--- config.mk ---
export PLATFORM = sky130hd
export DESIGN_NAME = pred_table_init_ctrl
export DESIGN_NICKNAME = d
export VERILOG_FILES = /design/src/rtl/pred_table_init_ctrl_pkg.sv /design/src/rtl/pred_init_cksum.sv /design/src/rtl/pred_table_init_ctrl.sv
export SDC_FILE = /design/constraint.sdc
export NUM_CORES = 1
export LEC_CHECK = 0
export BUFFER_PORTS_ARGS = -buffer_cell sky130_fd_sc_hd__clkbuf_2
export CAP_MARGIN = 20
export CORE_AREA = 2 2 67 69
export DETAILED_ROUTE_END_ITERATION = 6
export DIE_AREA = 0 0 69 71
export PLACE_DENSITY = 0.76
export SYNTH_ARGS = -nofsm -noshare
export SYNTH_HDL_FRONTEND = slang
export SYNTH_HIERARCHICAL = 1
export SYNTH_SLANG_ARGS = --single-unit
--- constraint.sdc ---
create_clock -name clk -period 1.91 [get_ports clk]
set_clock_uncertainty 0.2 [all_clocks]
set_input_delay 0.382 -clock clk [delete_from_list [all_inputs] [get_ports clk]]
set_output_delay 0.382 -clock clk [all_outputs]
set_load 0.03 [all_outputs]
--- src/rtl/pred_table_init_ctrl_pkg.sv ---
// Shared types and widths for the branch predictor init sequencer.
package pred_table_init_ctrl_pkg;

    typedef enum logic [1:0] {
        IDLE   = 2'd0,
        PRIME  = 2'd1,
        STREAM = 2'd2,
        DONE   = 2'd3
    } init_state_t;

    localparam int DEF_DEPTH  = 256;
    localparam int DEF_ADDR_W = 8;
    localparam int BTB_W      = 40;
    localparam int BHT_W      = 2;
    localparam int CKSUM_W    = 16;

    // Folds one table write into a 16-bit contribution for the load checksum.
    function automatic logic [CKSUM_W-1:0] cksum_term(input logic [BTB_W-1:0] btb,
                                                      input logic [BHT_W-1:0] bht);
        return btb[15:0] ^ btb[31:16] ^ {8'h00, btb[39:32]} ^ {14'h0000, bht};
    endfunction

endpackage

--- src/rtl/pred_init_cksum.sv ---
// Accumulates a checksum over one table load and flags a mismatch against the expected value.
// Latency: error flag registered on the edge leaving DONE; cleared on the edge that launches a load.
// Backpressure: none; samples every write strobe unconditionally.
module pred_init_cksum
    import pred_table_init_ctrl_pkg::*;
(
    input  logic               clk,
    input  logic               rst,
    input  logic               clr,
    input  logic               acc_en,
    input  logic               cmp,
    input  logic [BTB_W-1:0]   btb_init,
    input  logic [BHT_W-1:0]   bht_init,
    input  logic [CKSUM_W-1:0] cksum_exp,
    output logic               cksum_err
);

    logic [CKSUM_W-1:0] acc;

    always_ff @(posedge clk or negedge rst) begin
        if (!rst) begin
            acc       <= '0;
            cksum_err <= 1'b0;
        end else if (clr) begin
            acc       <= '0;
            cksum_err <= 1'b0;
        end else begin
            if (acc_en) begin
                acc <= acc + cksum_term(btb_init, bht_init);
            end
            if (cmp) begin
                cksum_err <= (acc != cksum_exp);
            end
        end
    end

endmodule

--- src/rtl/pred_table_init_ctrl.sv ---
// Preloads BTB/BHT from a synchronous init ROM while stalling the PC; PRED_INIT_CKSUM_EN adds a load checksum.
// Latency: DEPTH+2 cycles from start acceptance to done, one entry written per cycle with no bubbles.
// Backpressure: none; the table write port always accepts, and start is ignored outside IDLE.
module pred_table_init_ctrl
    import pred_table_init_ctrl_pkg::*;
#(
    parameter int DEPTH      = DEF_DEPTH,
    parameter int ADDR_W     = DEF_ADDR_W,
    parameter bit AUTO_START = 1'b1
) (
    input  logic               clk,
    input  logic               rst,
    input  logic               start,
    output logic [ADDR_W-1:0]  src_addr,
    input  logic [BTB_W-1:0]   src_btb_data,
    input  logic [BHT_W-1:0]   src_bht_data,
    output logic               tbl_we,
    output logic [ADDR_W-1:0]  btb_addr,
    output logic [ADDR_W-1:0]  bht_addr,
    output logic [BTB_W-1:0]   btb_init,
    output logic [BHT_W-1:0]   bht_init,
    output logic               pc_hold,
    output logic               busy,
    output logic               done
`ifdef PRED_INIT_CKSUM_EN
    ,
    input  logic [CKSUM_W-1:0] cksum_exp,
    output logic               cksum_err
`endif
);

    localparam logic [ADDR_W-1:0] ADDR_LAST = ADDR_W'(DEPTH - 1);
    localparam logic [ADDR_W:0]   CNT_LAST  = (ADDR_W + 1)'(DEPTH - 1);

    init_state_t       state;
    init_state_t       state_nxt;
    logic              launch;
    logic              auto_pend;
    logic [ADDR_W:0]   cnt;

    // auto_pend stands in for the pending auto-load so pc_hold is high straight out of reset.
    always_ff @(posedge clk or negedge rst) begin
        if (!rst) begin
            state     <= IDLE;
            auto_pend <= AUTO_START;
        end else begin
            state <= state_nxt;
            if (state == IDLE) begin
                auto_pend <= 1'b0;
            end
        end
    end

    always_comb begin
        state_nxt = state;
        launch    = 1'b0;
        case (state)
            IDLE: begin
                if (start || auto_pend) begin
                    state_nxt = PRIME;
                    launch    = 1'b1;
                end
            end
            PRIME:   state_nxt = STREAM;
            STREAM:  if (cnt == CNT_LAST) state_nxt = DONE;
            DONE:    state_nxt = IDLE;
            default: state_nxt = IDLE;
        endcase
    end

    // ROM address runs one ahead of the write index and parks on the last entry.
    always_ff @(posedge clk or negedge rst) begin
        if (!rst) begin
            cnt      <= '0;
            src_addr <= '0;
            btb_addr <= '0;
        end else begin
            btb_addr <= src_addr;
            if (launch) begin
                src_addr <= '0;
            end else if ((state == PRIME || state == STREAM) && src_addr != ADDR_LAST) begin
                src_addr <= src_addr + 1'b1;
            end
            if (state == PRIME) begin
                cnt <= '0;
            end else if (state == STREAM) begin
                cnt <= cnt + 1'b1;
            end
        end
    end

    assign tbl_we   = (state == STREAM);
    assign busy     = (state != IDLE);
    assign done     = (state == DONE);
    assign pc_hold  = busy | auto_pend;
    assign bht_addr = btb_addr;
    assign btb_init = tbl_we ? src_btb_data : '0;
    assign bht_init = tbl_we ? src_bht_data : '0;

`ifdef PRED_INIT_CKSUM_EN
    pred_init_cksum u_cksum (
        .clk       (clk),
        .rst       (rst),
        .clr       (launch),
        .acc_en    (tbl_we),
        .cmp       (done),
        .btb_init  (btb_init),
        .bht_init  (bht_init),
        .cksum_exp (cksum_exp),
        .cksum_err (cksum_err)
    );
`endif

endmodule

==> run_results.csv <==
group,metric,value,unit
status,status,"finished, violations left",
status,failed_checks,"negative setup slack",
critical_path,worstPathCellList,"inv_2 -> ha_4 -> buf_12 -> and2_1 -> clkbuf_8",
clock_network,clk_pin_slew,0.10,ns
routing,vias,1802,
floorplan,dieArea,4899,um2
finish,drive_gt1_frac,0.6400,
sta,fin_ws,-0.1188,ns
critical_path,cp_max_fo,22,
critical_path,crit_slowest_cell,"dfrtp_1",
sta,min_period_over_period,1.062,
global_routing,antenna_found_initial,0,
floorplan,initial_core_util,0.3976,
synthesis,synthesis.nets,226,
synthesis,syn_area,1672,um2
routing,viasPerCell,5.119,
sta,relSlewSlack,0.5394,
power,powerDensity,961.8,nW/um2
synthesis,yosysTopAreaCell,"dfrtp_1",
global_routing,grt_pass1_wl,9342,um
synthesis,synth_top_area_frac,0.4042,
routing,drcViolationCount,0,
finish,stdcell_area,2975,um2
power,peakVddDrop,0.0008654,V
global_routing,globalRouteTotalUtil,0.2358,
sta,hold_viol,0,
clock_network,clockBufferDepth,2,
critical_path,cpPeakStageDelay,0.41,ns
routing,detail_route.wl_per_cell,16.83,um
synthesis,syn_area_per_cell,9.662,um2
sta,worst_pin_slew,0.6909,ns
placed_design,pre_cts_ws,-0.1227,ns
routing,postRouteAntennaNets,0,
critical_path,required,1.33,ns
floorplan,row_count,24,
synthesis,synthFlopType,"dfrtp_1",
finish,utilization,0.7077,
clock_network,cts_buffers,3,
global_routing,overflow,0,
synthesis,ys_seq_area_frac,0.4199,
clock_network,htree_num_levels,1,
clock_network,cts_root_buf,"clkbuf_8",
floorplan,core_area,4204,um2
synthesis,synth_edf_count,0,
clock_network,clkLatencyLatePin,0.28,ns
min_path,hold_class,"reg2reg",
sta,fin_hold_ws,0.3121,ns
critical_path,crit_path_end_kind,"primary output",
placed_design,dp_cells,343,
floorplan,die_width,69,um
finish,final_cell_count_no_fill,352,
sta,setup_violations,42,
sta,min_period,2.029,ns
sta,fmax,492.9,MHz
finish,area_growth_syn_to_layout,77.99,%
synthesis,syn_inst,173,
clock_network,cts_tree,"built",
global_routing,first_global_vias,1818,
routing,drtIter0Drc,78,
placed_design,dp_hpwl,3372,um
floorplan,pin_count,115,
sta,rsz0062_at_grt,"true",
critical_path,worstPathArrival,1.45,ns
placed_design,placed_cell_area,2407,um2
synthesis,synth_warnings,6,
floorplan,die_h,71,um
finish,nets,354,
synthesis,synth.distinct_cells,38,
run,max_cap_viol_count,0,
power,p_total,2.862,mW
routing,routed_wl,5923,um
critical_path,critPathLaunchType,"register",
routing,drt-pass1-iter-count,4,
clock_network,clock-sinks,28,
synthesis,synth_area_leaders,"dfrtp_1, and2_1, ha_1",
placed_design,port_buffers,114,
global_routing,grt_max_degree,29,
sta,final.setup.tns,-3.251,ns
critical_path,worstSetupPathType,"reg2out",
placed_design,place_congestion,0.8433,
power,power_leakage,1.499,nW
synthesis,async_reset_ff_frac,1.000,
sta,maxSlewViolCount,0,
synthesis,ys_ff_latch,28,
finish,n_antenna_cell,0,
==> cell usage after synthesis (2+ instances only) <==
master,count
a21oi_1,2
nand3_1,4
inv_1,9
dfrtp_1,27
and2_1,42
a31oi_1,5
nor3_1,4
o21ai_0,3
nor2_1,4
and4_1,5
ha_1,8
nand2b_1,2
nor2b_1,4
nand2_1,11
and4_2,2
o2bb2ai_1,2
mux2i_1,6
clkbuf_1,4
o311ai_0,3
buf_4,8
==> final cells by class <==
type,instances,area (um2)
fillers,261,1229
repair buffers,136,1137
multi-input cells,123,964.7
flip-flops and latches,28,703.2
well taps,52,65.06
clock buffers,3,41.29
inverters,9,33.78
clock inverters,1,30.03
==> cell usage in the layout, fill, tap and decap left out, types with 3 or more instances in the layout <==
cell,Yosys,layout
inv_1,9,8
and4_1,5,5
and2_2,0,19
nor2b_1,4,4
dfrtp_1,27,26
clkbuf_2,0,70
nor3_1,4,4
o21ai_0,3,3
mux2i_1,6,6
a31oi_1,5,5
clkbuf_8,0,36
ha_1,8,5
nand3_1,4,4
and2_4,0,21
nor2_1,4,4
buf_4,8,18
nand2_1,11,11
buf_8,0,9
==> cells by family (layout without fill, tap and decap cells) <==
family	count (synthesis)	after routing	share of synthesized area
AO/OA/AOI/OAI	25	25	0.1115
adder cells (fa/ha/maj)	8	8	0.05988
buffers and inverters	22	149	0.06811
flip-flops	28	28	0.4199
multiplexers	7	7	0.04267
AND/OR/NAND/NOR	83	83	0.2979
==> worst max-delay path: cells and delay by family (launching register included) <==
family	cells	cell delay [ns]
fa+ha+maj	1	0.17
flops	1	0.41
simple gates	1	0.17
buf+inv	3	0.41
==> timing repair <==
action / CTS / global route
setup endpoints to repair: 43 / 53
setup buffers: 3 / 1
resized for setup: 113 / 17
pin swaps: 1 / 0
hold buffers: 1 / 0
hold endpoints to repair: 27 / 0
==> state kept, by name, summed over array words and instances, names as in the netlist <==
register / cells
bht_addr: 8
src_addr: 8
auto_pend: 1
cnt: 9
state: 2
==> metal layers <==
layer | part of all wire | global-route usage | up-vias
met5 | 0 | 0 | -
met4 | 0.022 | 0.06972 | 0
li1 | - | - | 850
met1 | 0.39 | 0.2790 | 853
met2 | 0.54 | 0.4476 | 85
met3 | 0.051 | 0.02707 | 14
==> power by group <==
group	internal, mW	total, mW	switching [mW]
Combinational	0.539	1.50	0.960
Sequential	0.753	0.887	0.134
Clock	0.281	0.475	0.194
==> path summary, 6_finish.rpt <==
kind / startpoint / end / slack, ns / cells after the start
min in group asynchronous: rst / bht_addr[4] / 0.46 / 2
max in group asynchronous: rst / state[1] / 0.56 / 2
worst max register to register: state[1] / src_addr[7] / 0.01 / 5
worst min register to register: src_addr[7] / bht_addr[7] / 0.31 / 0
worst max-delay path: state[0] / btb_init[39] / -0.12 / 5
worst min-delay path: src_addr[7] / bht_addr[7] / 0.31 / 0
No activity file was read; power rests on OpenSTA's default activity.
